==> config.mk <==
export PLATFORM = sky130hd
export DESIGN_NAME = fetch_unit
export DESIGN_NICKNAME = d
export VERILOG_FILES = /design/src/rtl/fetch_pkg.sv /design/src/rtl/fetch_timeout.sv /design/src/rtl/fetch_unit.sv
export SDC_FILE = /design/constraint.sdc
export NUM_CORES = 1
export LEC_CHECK = 0
export CORE_UTILIZATION = 40
export CTS_CLUSTER_SIZE = 25
export DETAILED_ROUTE_END_ITERATION = 10
export PLACE_DENSITY = 0.79
export SYNTH_ARGS = -nofsm -noshare
export SYNTH_HDL_FRONTEND = slang
export SYNTH_SLANG_ARGS = --single-unit
==> constraint.sdc <==
create_clock -name clk -period 5.1 [get_ports clk]
set_input_delay 1.53 -clock clk [delete_from_list [all_inputs] [get_ports clk]]
set_output_delay 1.53 -clock clk [all_outputs]
set_load 0.03 [all_outputs]
==> src/rtl/fetch_pkg.sv <==
// Shared definitions for the instruction fetch unit.
package fetch_pkg;

  localparam int          INST_W           = 32;
  localparam logic [31:0] DEFAULT_RESET_PC = 32'h0000_0000;

  typedef enum logic [1:0] {
    IDLE = 2'd0,
    REQ  = 2'd1,
    HOLD = 2'd2,
    ERR  = 2'd3
  } fetchState_t;

  // Instruction addresses must sit on a 4-byte boundary.
  function automatic logic isAligned(input logic [31:0] addr);
    return addr[1:0] == 2'b00;
  endfunction

endpackage

==> src/rtl/fetch_timeout.sv <==
// Counts cycles a fetch request waits for its acknowledge.
// expired pulses on the cycle that completes the ACK_TIMEOUT-th unacknowledged wait.
module fetch_timeout #(
  parameter int unsigned ACK_TIMEOUT = 16
) (
  input  logic clk,
  input  logic rst,
  input  logic clear,
  input  logic enable,
  output logic expired
);

  localparam int unsigned CNT_W = $clog2(ACK_TIMEOUT + 1);
  localparam logic [CNT_W-1:0] LAST = CNT_W'(ACK_TIMEOUT - 1);

  logic [CNT_W-1:0] count;

  assign expired = enable && (count == LAST);

  // Wait counter: cleared outside a request, advanced on each unacknowledged cycle.
  always_ff @(posedge clk) begin
    if (rst || clear) begin
      count <= '0;
    end else if (enable && !expired) begin
      count <= count + CNT_W'(1);
    end
  end

endmodule

==> src/rtl/fetch_unit.sv <==
// Instruction fetch unit: issues one memory request per fetch phase, holds the
// returned word for decode, and handles redirects and request faults.
module fetch_unit
  import fetch_pkg::*;
#(
  parameter logic [31:0] RESET_PC    = DEFAULT_RESET_PC,
  parameter int unsigned ACK_TIMEOUT = 16
) (
  input  logic              clk,
  input  logic              rst,
  input  logic              FeEn,
  input  logic              Advance,
  input  logic              BrTaken,
  input  logic [31:0]       BrTarget,
  output logic              ImReq,
  output logic [31:0]       ImAddr,
  input  logic              ImAck,
  input  logic [INST_W-1:0] ImData,
  output logic              InstValid,
  output logic [INST_W-1:0] Inst,
  output logic [31:0]       Pc,
  output logic              FetchErr
);

  fetchState_t       state;
  logic [31:0]       pcQ;
  logic [INST_W-1:0] instQ;
  logic              waitClear;
  logic              waitEnable;
  logic              waitExpired;

  // The counter only runs while a request is outstanding; a redirect restarts it.
  assign waitClear  = (state != REQ) || BrTaken;
  assign waitEnable = (state == REQ) && !ImAck;

  fetch_timeout #(
    .ACK_TIMEOUT(ACK_TIMEOUT)
  ) uTimeout (
    .clk    (clk),
    .rst    (rst),
    .clear  (waitClear),
    .enable (waitEnable),
    .expired(waitExpired)
  );

  // Outputs decode directly from state, so request and valid are mutually exclusive.
  assign ImReq     = (state == REQ);
  assign ImAddr    = pcQ;
  assign InstValid = (state == HOLD);
  assign Inst      = instQ;
  assign Pc        = pcQ;
  assign FetchErr  = (state == ERR);

  // Fetch sequencing; a redirect overrides every other event in the same cycle.
  always_ff @(posedge clk) begin
    if (rst) begin
      state <= IDLE;
      pcQ   <= RESET_PC;
      instQ <= '0;
    end else if (BrTaken) begin
      pcQ   <= BrTarget;
      state <= isAligned(BrTarget) ? IDLE : ERR;
    end else begin
      unique case (state)
        IDLE: begin
          if (FeEn) state <= REQ;
        end
        REQ: begin
          if (ImAck) begin
            instQ <= ImData;
            state <= HOLD;
          end else if (waitExpired) begin
            state <= ERR;
          end
        end
        HOLD: begin
          if (Advance) begin
            pcQ   <= pcQ + 32'd4;
            state <= IDLE;
          end
        end
        ERR: begin
          state <= ERR;
        end
      endcase
    end
  end

endmodule

# [Yosys cells after proc, flatten, opt, wreduce, memory -nomap -nowiden]
# Cells that the tools add are included.
[word_totals] regBits=71 elab_cells=39
[op_classes] n_addsub=2 eq_ne=8 n_mux=10 bitwise=1 reduce_logical=14
[ops] op="$mux 32" n=3
[ops] op="$add 32x3->32 const B" n=1
[ops] op="$mux 2" n=6
[ops] op="$pmux 2 s4" n=1
[ops] op="$ne 3x3->1 const B" n=2
[ops] op="$reduce_and 3->1" n=2
[ops] op="$add 5x1->5 const B" n=1
[ops] op="$eq 5x4->1 const B" n=1
[ops] op="$eq 2x2->1 const B" n=2
[ops] op="$logic_not 2->1" n=2
[ops] op="$ne 4x2->1 const B" n=1
[ops] op="$reduce_bool 2->1" n=2
[ops] op="$logic_and 1x1->1" n=3
[ops] op="$eq 2x1->1 const B" n=1
[ops] op="$logic_not 1->1" n=2
[ops] op="$logic_or 1x1->1" n=2
[ops] op="$ne 2x1->1 const B" n=1
[ops] op="$reduce_and 2->1" n=1
[ops] op="$not 1->1" n=1

# [Logic depth before layout (Yosys ltp)]
# Gate-level depths: netlist (run 1).
[depth] word_depth=7 mapped_depth=7

# [Modules after synthesis]
# A second synthesis (run 1) with hierarchy kept.
[unflattened] cells_unflattened=475 hier_area_um2=3696.0
[by_module_without_submodules] mod="fetch_unit" n_inst=1 cells_each=448 area_each_um2=3447.1 seq_area_each_um2=1321.3
[by_module_without_submodules] mod="fetch_timeout" n_inst=1 cells_each=27 area_each_um2=249.0 seq_area_each_um2=100.1

# [Worst setup path after synthesis (run 1)]
# No wires, ideal clock.
[synth_timing] kind="input to register" from="input Advance" to="register pcQ[22], in the netlist ImAddr[22]" t_arrival_ns=2.646 required_time_ns=4.978 path_slack_ns=2.332 stages=5 n_path_buf=0 cell_sequence="nand4b_1 > nor4_2 > nand4_1 > and4_4 > a311o_1"
[synth_via] elab_chain_cells=2
[synth_rtl] item="start: declaration" line="fetch_unit.sv:12" text="input logic Advance,"
[synth_rtl] item="$reduce_bool 2->1 (no source line)"
[synth_rtl] item="$reduce_and 2->1 (no source line)"
[synth_rtl] item="end signal: assignment" line="fetch_unit.sv:61" text="pcQ <= BrTarget;"
[synth_rtl] item="end signal: assignment" line="fetch_unit.sv:78" text="pcQ <= pcQ + 32'd4;"
[synth_rtl] item="end: declaration" line="fetch_unit.sv:26" text="logic [31:0] pcQ;"
# Every way passes these cells.
# A chain may end at the register's enable or synchronous reset.

# [Final worst setup path (run 1)]
[layout_timing] from="input BrTaken" to="register instQ[29], in the netlist Inst[29]"
[layout_via] elab_chain_cells=2
[layout_rtl] item="start: declaration" line="fetch_unit.sv:13" text="input logic BrTaken,"
[layout_rtl] item="$not 1->1 (no source line)"
[layout_rtl] item="$reduce_and 3->1 (no source line)"
[layout_rtl] item="end signal: assignment" line="fetch_unit.sv:70" text="instQ <= ImData;"
[layout_rtl] item="end: declaration" line="fetch_unit.sv:27" text="logic [INST_W-1:0] instQ;"
# Every way passes these cells.

==> summary.txt, run 1 <==
Status
  • Outcome: finished clean

Critical path
  • Critical-path cell list: clkdlybuf4s50_1 -> buf_4 -> nor2_1 -> and2_1 -> nand2_1 -> a21oi_1
  • Crit end category: flop
  • Buf+Inv Stages, Crit Path: 2
  • Worst EP required: 5.36 ns
  • Crit-path max cell delay: 0.87 ns
  • Crit start category: input port
  • Critical Path AT: 3.78 ns
  • R2R Setup Slk: 3.00 ns
  • Reg2Reg Depth: 6
  • Setup CP Type: in2reg
  • R2r startpoint: ImAddr[2]
  • Slowest CP cell: and2_1
  • Levels on crit path: 6
  • Worst path top cell family by delay: simple AND/OR/NAND/NOR gates
  • Worst-path maximum fanout: 32
  • Worst r2r dst: ImAddr[22]

Yosys
  • Cells after synthesis: 430
  • Synth unique cells: 46
  • Post-synth top area cell: dfxtp_1
  • Number of flops mapped to enable cells by yosys: 0
  • Area share of xor/xnor cells in the synthesized design: 0.0639
  • Synth Flop Type: dfxtp_1
  • Mux cell area share after synthesis: 0.0168
  • Top cells by area, synth: dfxtp_1 40%, nand2_1 9.2%, buf_4 6.7%, a21oi_1 6.2%, xnor2_1 3.9%
  • Syn nets: 503
  • Share of the synthesized area in the top cell type: 0.399
  • Simple-gate share of the synthesized area: 0.268
  • Syn. warnings: 0
  • Fraction of registers with async set/reset: 0
  • Mean post-synth cell area: between 8 and 9 um^2
  • Register area share after synthesis: 0.399
  • Cell Area, Synth: between 0.003 and 0.004 mm^2
  • Combinational family with the most area after synthesis: simple AND/OR/NAND/NOR gates
  • #FFs+latches synth: 71
  • Post-synthesis compound-gate area fraction: 0.124
  • Adder-Cell Fraction of Synth Area: 0.0105

Detailed routing
  • Starting DRC count in detailed routing: around 140
  • DRT Pass-1 Iters: 4
  • Drc violations: 0
  • DRT antenna net count: 0
  • Via count: 3402
  • WL/cell: between 10 and 15 um
  • Number of vias per cell: 5.10
  • DRT Wirelength: 9710 um

Global route
  • GR Overflow Total: 0
  • Gr usage total: 0.204
  • Met3 Track Usage GR: 0.0407
  • Number of global-route vias before repair: 3151
  • Pin count of the biggest net entering global routing: 65
  • Initial antenna violation count: 0
  • M1 GR Usage: 0.248
  • GRT busiest layer: met2
  • Global-route wire length before repair: 14600 um
  • Grt met2 use: 0.340

Place
  • Post-place instance area: 0.00501 mm^2
  • Post-place setup slack: 1.22 ns
  • Dpl hpwl: 6930 um
  • GPL Wtd Cong: 0.777
  • Port bufs: 168

Floorplanning
  • Die area: 0.00930 mm^2
  • Core area: 0.00868 mm^2
  • Boundary Pins: between 150 and 200
  • Die width: 96.4 um
  • Num rows: 34
  • Die height: just under 100 um
  • Initial core utilization: 0.411

Clock network
  • CTS Sinks: 71
  • CTS max path bufs: 2
  • CTS Buf Count: 9
  • H-tree Lvls: 3
  • CTS tree: built
  • Cts repair resizes: 0
  • Worst skew pair latency: 0.34 ns
  • Hold_buf cts: 0
  • Postcts setup bufs: 0
  • CTS root buf: clkbuf_8
  • Clock transition at path regs: 0.08 ns

Worst hold path
  • HP Start: Inst[15]
  • Hold depth: 2
  • Hold crit path type: reg2reg
  • Hold EP: Inst[15]

STA
  • Final setup TNS: 0 ns
  • Final setup margin: 1.58 ns
  • Fin. max-slew vios: 0
  • RSZ-0062 raised after global routing: no
  • Final setup vio count: 0
  • Fmax: 284 MHz
  • Clk_skew: 0.00760 ns
  • Tmin final: 3.52 ns
  • Hold_ws: roughly 0.45 ns
  • Final hold violations: 0
  • Fin crit share: 0.690
  • Slew @ Worst Pin: between 1 and 1.5 ns
  • Rel. slew slack: 0.281

Power
  • Max VDD drop: roughly 0.16 mV
  • P_leak: 1.86 nW
  • Pwr dens: between 200 and 300 mW/mm^2

Final layout
  • Area of the multi-input gates: roughly 0.0017 mm^2
  • Filler Cells Inserted: 780
  • Area grow syn2layout: 47.8%
  • Final net count: 627
  • Ant diodes: 0
  • Fraction of layout cells with a size suffix above 1: 0.0662
  • Design area: 0.00527 mm^2
  • Storage element area: 0.00142 mm^2

Flow run
  • # Max-Cap Violations: 0
==> power by group <==
| group | internal, W | leakage, nW | switching [W] |
|---|---|---|---|
| clock | 0.000352 | 0.130 | 0.000222 |
| sequential | 0.000578 | 0.581 | 0.0000328 |
| combinational | 0.000138 | 1.15 | 0.000149 |
==> cell usage in the layout, fill, tap and decap left out, types with 2 or more instances in the layout <==
cell / count
ha_1: 3
or3_1: 2
and4_4: 2
inv_1: 8
nand2_1: 87
nor4_1: 2
o21ai_0: 5
and2_1: 4
clkbuf_8: 11
xor2_1: 10
buf_4: 3
nand4_2: 3
clkdlybuf4s50_1: 167
and4_2: 3
and4_1: 3
a221oi_1: 2
nor3_1: 4
a21oi_1: 44
a311oi_1: 2
dfxtp_1: 71
nor3_2: 4
nand4b_1: 3
nor2_1: 35
nand4_1: 9
nor4_4: 2
nand2b_1: 3
nand3_1: 9
bufinv_16: 3
mux2i_1: 6
xnor2_1: 16
and3_1: 3
a211oi_1: 16
==> state kept, by name, summed over array words and instances, names as in the netlist <==
signal and flops:
uTimeout.count 5, state 2, Inst 32, ImAddr 32
==> per-layer routing <==
layer / routed length (um) / up-vias
li1: - / 1685
met1: 4130 / 1574
met2: 4760 / 120
met3: 537 / 23
met4: 274 / 0
met5: 0 / -
==> synth_stat cells, drive strengths merged, types with 2 or more instances <==
cell	number
nand2	87
dfxtp	71
a21oi	44
buf	40
nor2	35
clkbuf	18
a211oi	16
xnor2	16
nand4	13
xor2	10
nand3	9
and4	8
inv	8
nor3	8
mux2i	6
and2	5
nor4	5
o21ai	5
and3	3
ha	3
nand2b	3
nand4b	3
a221oi	2
a311oi	2
or3	2
==> area by class of cell <==
cell class	count	share of cell area
Multi-Input combinational cell	292	0.327
Clock buffer	11	0.0287
Clock inverter	5	0.0197
Timing Repair Buffer	171	0.322
Sequential cell	71	0.270
Tap cell	108	0.0256
Inverter	9	0.00641
==> kinds of logic after synthesis <==
family | after synthesis
AND/OR/NAND/NOR | 184
AO/OA/AOI/OAI | 73
flip-flops | 71
buffers and inverters | 67
XOR/XNOR | 26
multiplexers | 6
adder cells (fa/ha/maj) | 3
==> worst register-to-register path, stage by stage (launching register included) <==
cell and delay, ns:
dfxtp_1 0.42, ha_1 0.20, nand4b_1 0.24, nor4_2 0.40, nand4_1 0.18, and4_4 0.22
a311o_1 0.32
==> how the worst max path moves through the flow <==
| stage | from | to | slack [ns] |
|---|---|---|---|
| 5_1_grt | BrTaken | Inst[29] | 1.38 |
| 2_1_floorplan | Advance | ImAddr[22] | 2.33 |
| 3_3_place_gp | BrTaken | Inst[9] | 1.27 |
| 3_5_place_dp | BrTaken | Inst[17] | 1.22 |
| 4_1_cts | BrTaken | Inst[29] | 1.57 |
| 6_report | BrTaken | Inst[29] | 1.58 |
==> metrics by stage <==
step | instances | utilization | total power, W
after global placement | 651 | 0.578 | 0.000907
after floorplan | 430 | - | 0.000787
after detailed placement | 651 | 0.578 | 0.000912
after CTS | 667 | 0.607 | 0.00148
final | 667 | 0.607 | 0.00147
after global routing | 667 | 0.607 | 0.00152
Note: power is estimated with default switching activity, not from simulation.
==> run 2: changes to the inputs <==
Clock period 5.1 ns to 3.5 ns, I/O delays scaled along.
==> summary.txt, run 2 (synthesis results as in run 1) <==
Status
  • Outcome: finished clean

Power
  • P_leak: 1.84 nW
  • Max VDD drop: 0.172 mV
  • Pwr dens: 369 mW/mm^2

STA
  • Final setup vio count: 0
  • Rel. slew slack: 0.240
  • Clk_skew: 0.0116 ns
  • RSZ-0062 raised after global routing: no
  • Fin. max-slew vios: 0
  • Slew @ Worst Pin: 1.14 ns
  • Tmin final: 2.78 ns
  • Final hold violations: 0
  • Final setup TNS: 0 ns
  • Fmax: approximately 360 MHz
  • Fin crit share: 0.795

Clock network
  • CTS Buf Count: 9
  • CTS root buf: clkbuf_8
  • Hold_buf cts: 0
  • Worst skew pair latency: 0.35 ns
  • Clock transition at path regs: 0.09 ns
  • Postcts setup bufs: 0
  • CTS Sinks: 71
  • CTS tree: built
  • H-tree Lvls: 3
  • Cts repair resizes: 0
  • CTS max path bufs: 2

Final layout
  • Filler Cells Inserted: 790
  • Fraction of layout cells with a size suffix above 1: 0.0695
  • Commonest cells after routing, fill and taps aside: 167 x clkdlybuf4s50_1, 87 x nand2_1, 71 x dfxtp_1
  • Finished Core Util: 0.600
  • Most common cell after layout, fill and taps aside: clkdlybuf4s50_1
  • Final net count: 629
  • Area grow syn2layout: 46.1%
  • Design area: 0.00521 mm^2
  • Ant diodes: 0

Detailed routing
  • Number of vias per cell: ~5.0
  • DRT Wirelength: 9440 um
  • Starting DRC count in detailed routing: about 130
  • Via count: 3372
  • Drc violations: 0
  • DRT antenna net count: 0
  • DRT Pass-1 Iters: 4
  • WL/cell: approximately 14 um

Place
  • Port bufs: 168
  • Dpl hpwl: 6930 um
  • Post-place instance area: roughly 0.0050 mm^2
  • GPL Wtd Cong: 0.774

Critical path
  • Critical-path cell list: clkdlybuf4s50_1 -> and3b_1 -> nand4_2 -> or3_1 -> a311oi_1
  • Buf+Inv Stages, Crit Path: 1
  • Worst EP required: 3.75 ns
  • Reg2Reg Depth: 5
  • Setup CP Type: in2reg
  • R2R Setup Slk: about 1.4 ns
  • Critical Path AT: 3.04 ns
  • Slowest CP cell: clkdlybuf4s50_1
  • Crit path to: ImAddr[15]
  • Crit start category: input port
  • R2r startpoint: state[0]
  • Worst path top cell family by delay: simple AND/OR/NAND/NOR gates
  • Crit-path max cell delay: about 0.51 ns
  • Worst-path maximum fanout: 11
  • Crit. Startpoint: Advance
  • Levels on crit path: 5
  • Worst r2r dst: Inst[0]
  • Crit end category: flop

Floorplanning
  • Boundary Pins: roughly 170
  • Die height: 96.4 um
  • Core area: 0.00868 mm^2
  • Die area: 0.00930 mm^2
  • Die width: slightly below 100 um
  • Num rows: 34
  • Initial core utilization: 0.411

Flow run
  • # Max-Cap Violations: 0

Global route
  • Gr usage total: 0.200
  • Global-route wire length before repair: 14300 um
  • Pin count of the biggest net entering global routing: 41
  • Number of global-route vias before repair: approximately 3000
  • GR Overflow Total: 0
  • Initial antenna violation count: 0

Worst hold path
  • Hold crit path type: reg2reg
[run 2: changes by cell type in the layout (fill, tap and decap cells not counted), sizes merged]
cell / previous run / this run
clkinv: 3 / 5
bufinv: 3 / 0
inv: 8 / 9
clkinvlp: 0 / 1
buf: 4 / 6
clkbuf: 11 / 10
[run 2: how the worst min path moves through the flow]
stage                     slack, ns  depth (start not counted)                end               from
after global placement         0.44                          2            Inst[2]            Inst[2]
final                          0.46                          2           Inst[19]           Inst[19]
after detailed placement       0.45                          2           Inst[30]           Inst[30]
after CTS                      0.46                          2           Inst[30]           Inst[30]
after global routing           0.48                          2           Inst[19]           Inst[19]
after floorplan                0.47                          2  uTimeout.count[4]  uTimeout.count[4]
[run 2: area by class of cell]
| type | count | area [um^2] | share of cell area |
|---|---|---|---|
| inverters | 9 | 33.8 | 0.00648 |
| flip-flops and latches | 71 | 1420 | 0.273 |
| multi-input cells | 292 | 1720 | 0.331 |
| well taps | 108 | 135 | 0.0259 |
| repair buffers | 173 | 1710 | 0.329 |
| clock inverters | 6 | 43.8 | 0.00841 |
| clock buffers | 10 | 138 | 0.0264 |
[run 2: stage by stage]
stage	instances	hold slack, ns	power [W]	worst slack, ns
after detailed placement	653	0.446	0.00133	0.338
after floorplan	430	0.471	0.00115	1.21
after global routing	669	0.479	0.00200	0.591
final	669	0.455	0.00192	0.717
after CTS	669	0.458	0.00194	0.701
after global placement	653	0.442	0.00132	0.440
[run 2: routing by layer]
| layer | vias up | track usage | routed length [um] |
|---|---|---|---|
| met5 | - | 0 | 0 |
| met4 | 0 | 0.0809 | 161 |
| met3 | 12 | 0.0313 | 508 |
| met2 | 100 | 0.347 | 4750 |
| met1 | 1567 | 0.246 | 4010 |
| li1 | 1693 | - | - |
[run 2: power breakdown]
part | leakage [nW] | switching [W] | internal (W)
Clock | 0.0926 | 0.000332 | 0.000279
Combinational | 1.16 | 0.000216 | 0.000203
Sequential | 0.581 | 0.0000476 | 0.000842
[run 2: worst register-to-register path, cell delays in order, from the launching register on]
cell and delay, ns:
dfxtp_1 0.46, nand2b_1 0.17, nor2_1 0.18, and2_1 0.91, nand2_1 0.13, a21oi_1 0.18
==> run 3: changes to the inputs <==
Clock period 3.5 ns to 2.7 ns, I/O delays scaled along.
==> summary.txt, run 3 (synthesis results as in run 1) <==
Clock network
  • Cts repair resizes: 0
  • CTS Buf Count: 9
  • Hold_buf cts: 0
  • CTS max path bufs: 2
  • CTS root buf: clkbuf_8
  • Postcts setup bufs: 0
  • Clock transition at path regs: 0.08 ns
  • CTS tree: built
  • Worst skew pair latency: 0.34 ns
  • CTS Sinks: between 70 and 80
  • H-tree Lvls: 3

STA
  • RSZ-0062 raised after global routing: no
  • Final hold violations: 0
  • Final setup TNS: 0 ns
  • Fin crit share: 0.935
  • Fin. max-slew vios: 0
  • Fmax: 396 MHz
  • Final setup vio count: 0
  • Slew @ Worst Pin: between 0.5 and 0.6 ns
  • Clk_skew: roughly 0.008 ns
  • Tmin final: about 2.5 ns
  • Rel. slew slack: 0.640

Detailed routing
  • Via count: 3435
  • Number of vias per cell: 5.09
  • DRT antenna net count: 0
  • WL/cell: 14.3 um
  • DRT Wirelength: 9660 um
  • DRT Pass-1 Iters: 4
  • Starting DRC count in detailed routing: 222
  • Drc violations: 0

Final layout
  • Area grow syn2layout: 47.1%
  • Filler Cells Inserted: 805
  • Final net count: about 640
  • Most common cell after layout, fill and taps aside: clkdlybuf4s50_1
  • Commonest cells after routing, fill and taps aside: 167 x clkdlybuf4s50_1, 87 x nand2_1, 71 x dfxtp_1
  • Ant diodes: 0
  • Storage element area: 0.00142 mm^2
  • Area of the multi-input gates: 0.00172 mm^2
  • Finished Core Util: 0.605
  • Fraction of layout cells with a size suffix above 1: 0.0794

Power
  • Total design power: 0.00246 W
  • Max VDD drop: 0.257 mV
  • Pwr dens: 469 mW/mm^2
  • P_leak: between 1.5 and 2 nW

Place
  • Port bufs: 168
  • GPL Wtd Cong: 0.805
  • Dpl hpwl: 7170 um

Worst hold path
  • Hold depth: 2
  • HP Start: Inst[25]
  • Hold EP: Inst[25]
  • Hold crit path type: reg2reg

Critical path
  • R2R Setup Slk: 0.58 ns
  • Reg2Reg Depth: 5
  • Worst-path maximum fanout: 9
  • Worst r2r dst: ImAddr[29]
  • Crit end category: output port
  • Worst EP required: 1.89 ns
  • R2r startpoint: ImAddr[4]
  • Setup CP Type: reg2out
  • Crit start category: flop
  • Critical Path AT: 1.71 ns

Status
  • Outcome: finished clean

Global route
  • Gr usage total: 0.199
  • GR Overflow Total: 0
  • Number of global-route vias before repair: 3046
  • Pin count of the biggest net entering global routing: between 40 and 50
  • Initial antenna violation count: 0
  • Global-route wire length before repair: 14300 um

Floorplanning
  • Die height: 96.4 um
  • Core area: 0.00868 mm^2
  • Initial core utilization: 0.411
  • Num rows: 34
  • Die width: 96.4 um
  • Die area: between 0.009 and 0.01 mm^2
  • Boundary Pins: 169

Flow run
  • # Max-Cap Violations: 0
[run 3: cell count changes in the layout (fill, tap and decap cells not counted), sizes merged]
cell / change
buf: +6
clkinvlp: +3
clkinv: -2
clkbuf: -1
[run 3: where the power goes]
part | switching [W] | internal, W
registers | 0.0000637 | 0.00109
clock network | 0.000424 | 0.000333
logic | 0.000282 | 0.000265
total | 0.000770 | 0.00169
[run 3: worst max-delay path, cell delays in order (launching register included)]
cell             delay, ns
dfxtp_1               0.47
nand2b_1              0.15
inv_1                 0.07
clkdlybuf4s50_1       0.68
[run 3: worst max path at each step]
stage                     startpoint         end  slack (ns)  depth (start not counted)
after floorplan              Advance  ImAddr[22]        0.65                          5
after global placement       Advance  ImAddr[21]        0.11                          7
after detailed placement     Advance  ImAddr[22]        0.03                          6
after CTS                   state[0]       ImReq        0.14                          3
after global routing        state[0]       ImReq        0.07                          3
final                       state[0]       ImReq        0.18                          3
[run 3: stage by stage]
stage / worst slack (ns) / hold WS [ns] / cell area, um^2 / instances
after global routing: 0.0682 / 0.485 / 5250 / 675
after CTS: 0.143 / 0.457 / 5250 / 675
after floorplan: 0.652 / 0.471 / 3570 / 430
final: 0.176 / 0.453 / 5250 / 675
after global placement: 0.114 / 0.441 / 5070 / 659
after detailed placement: 0.0349 / 0.446 / 5070 / 659
[run 3: cell type report]
class                   count  area share
clock buffers               9      0.0236
clock inverters             7     0.00930
inverters                   9     0.00644
multi-input cells         292       0.329
flip-flops and latches     71       0.271
well taps                 108      0.0258
repair buffers            179       0.335
[run 3: layer usage]
metal  global-route usage  vias to the layer above  wire length (um)
met5                    0                        -                 0
met3               0.0423                       13               558
met1                0.246                     1593              4190
li1                     -                     1704                 -
met4               0.0576                        0               127
met2                0.348                      125              4790
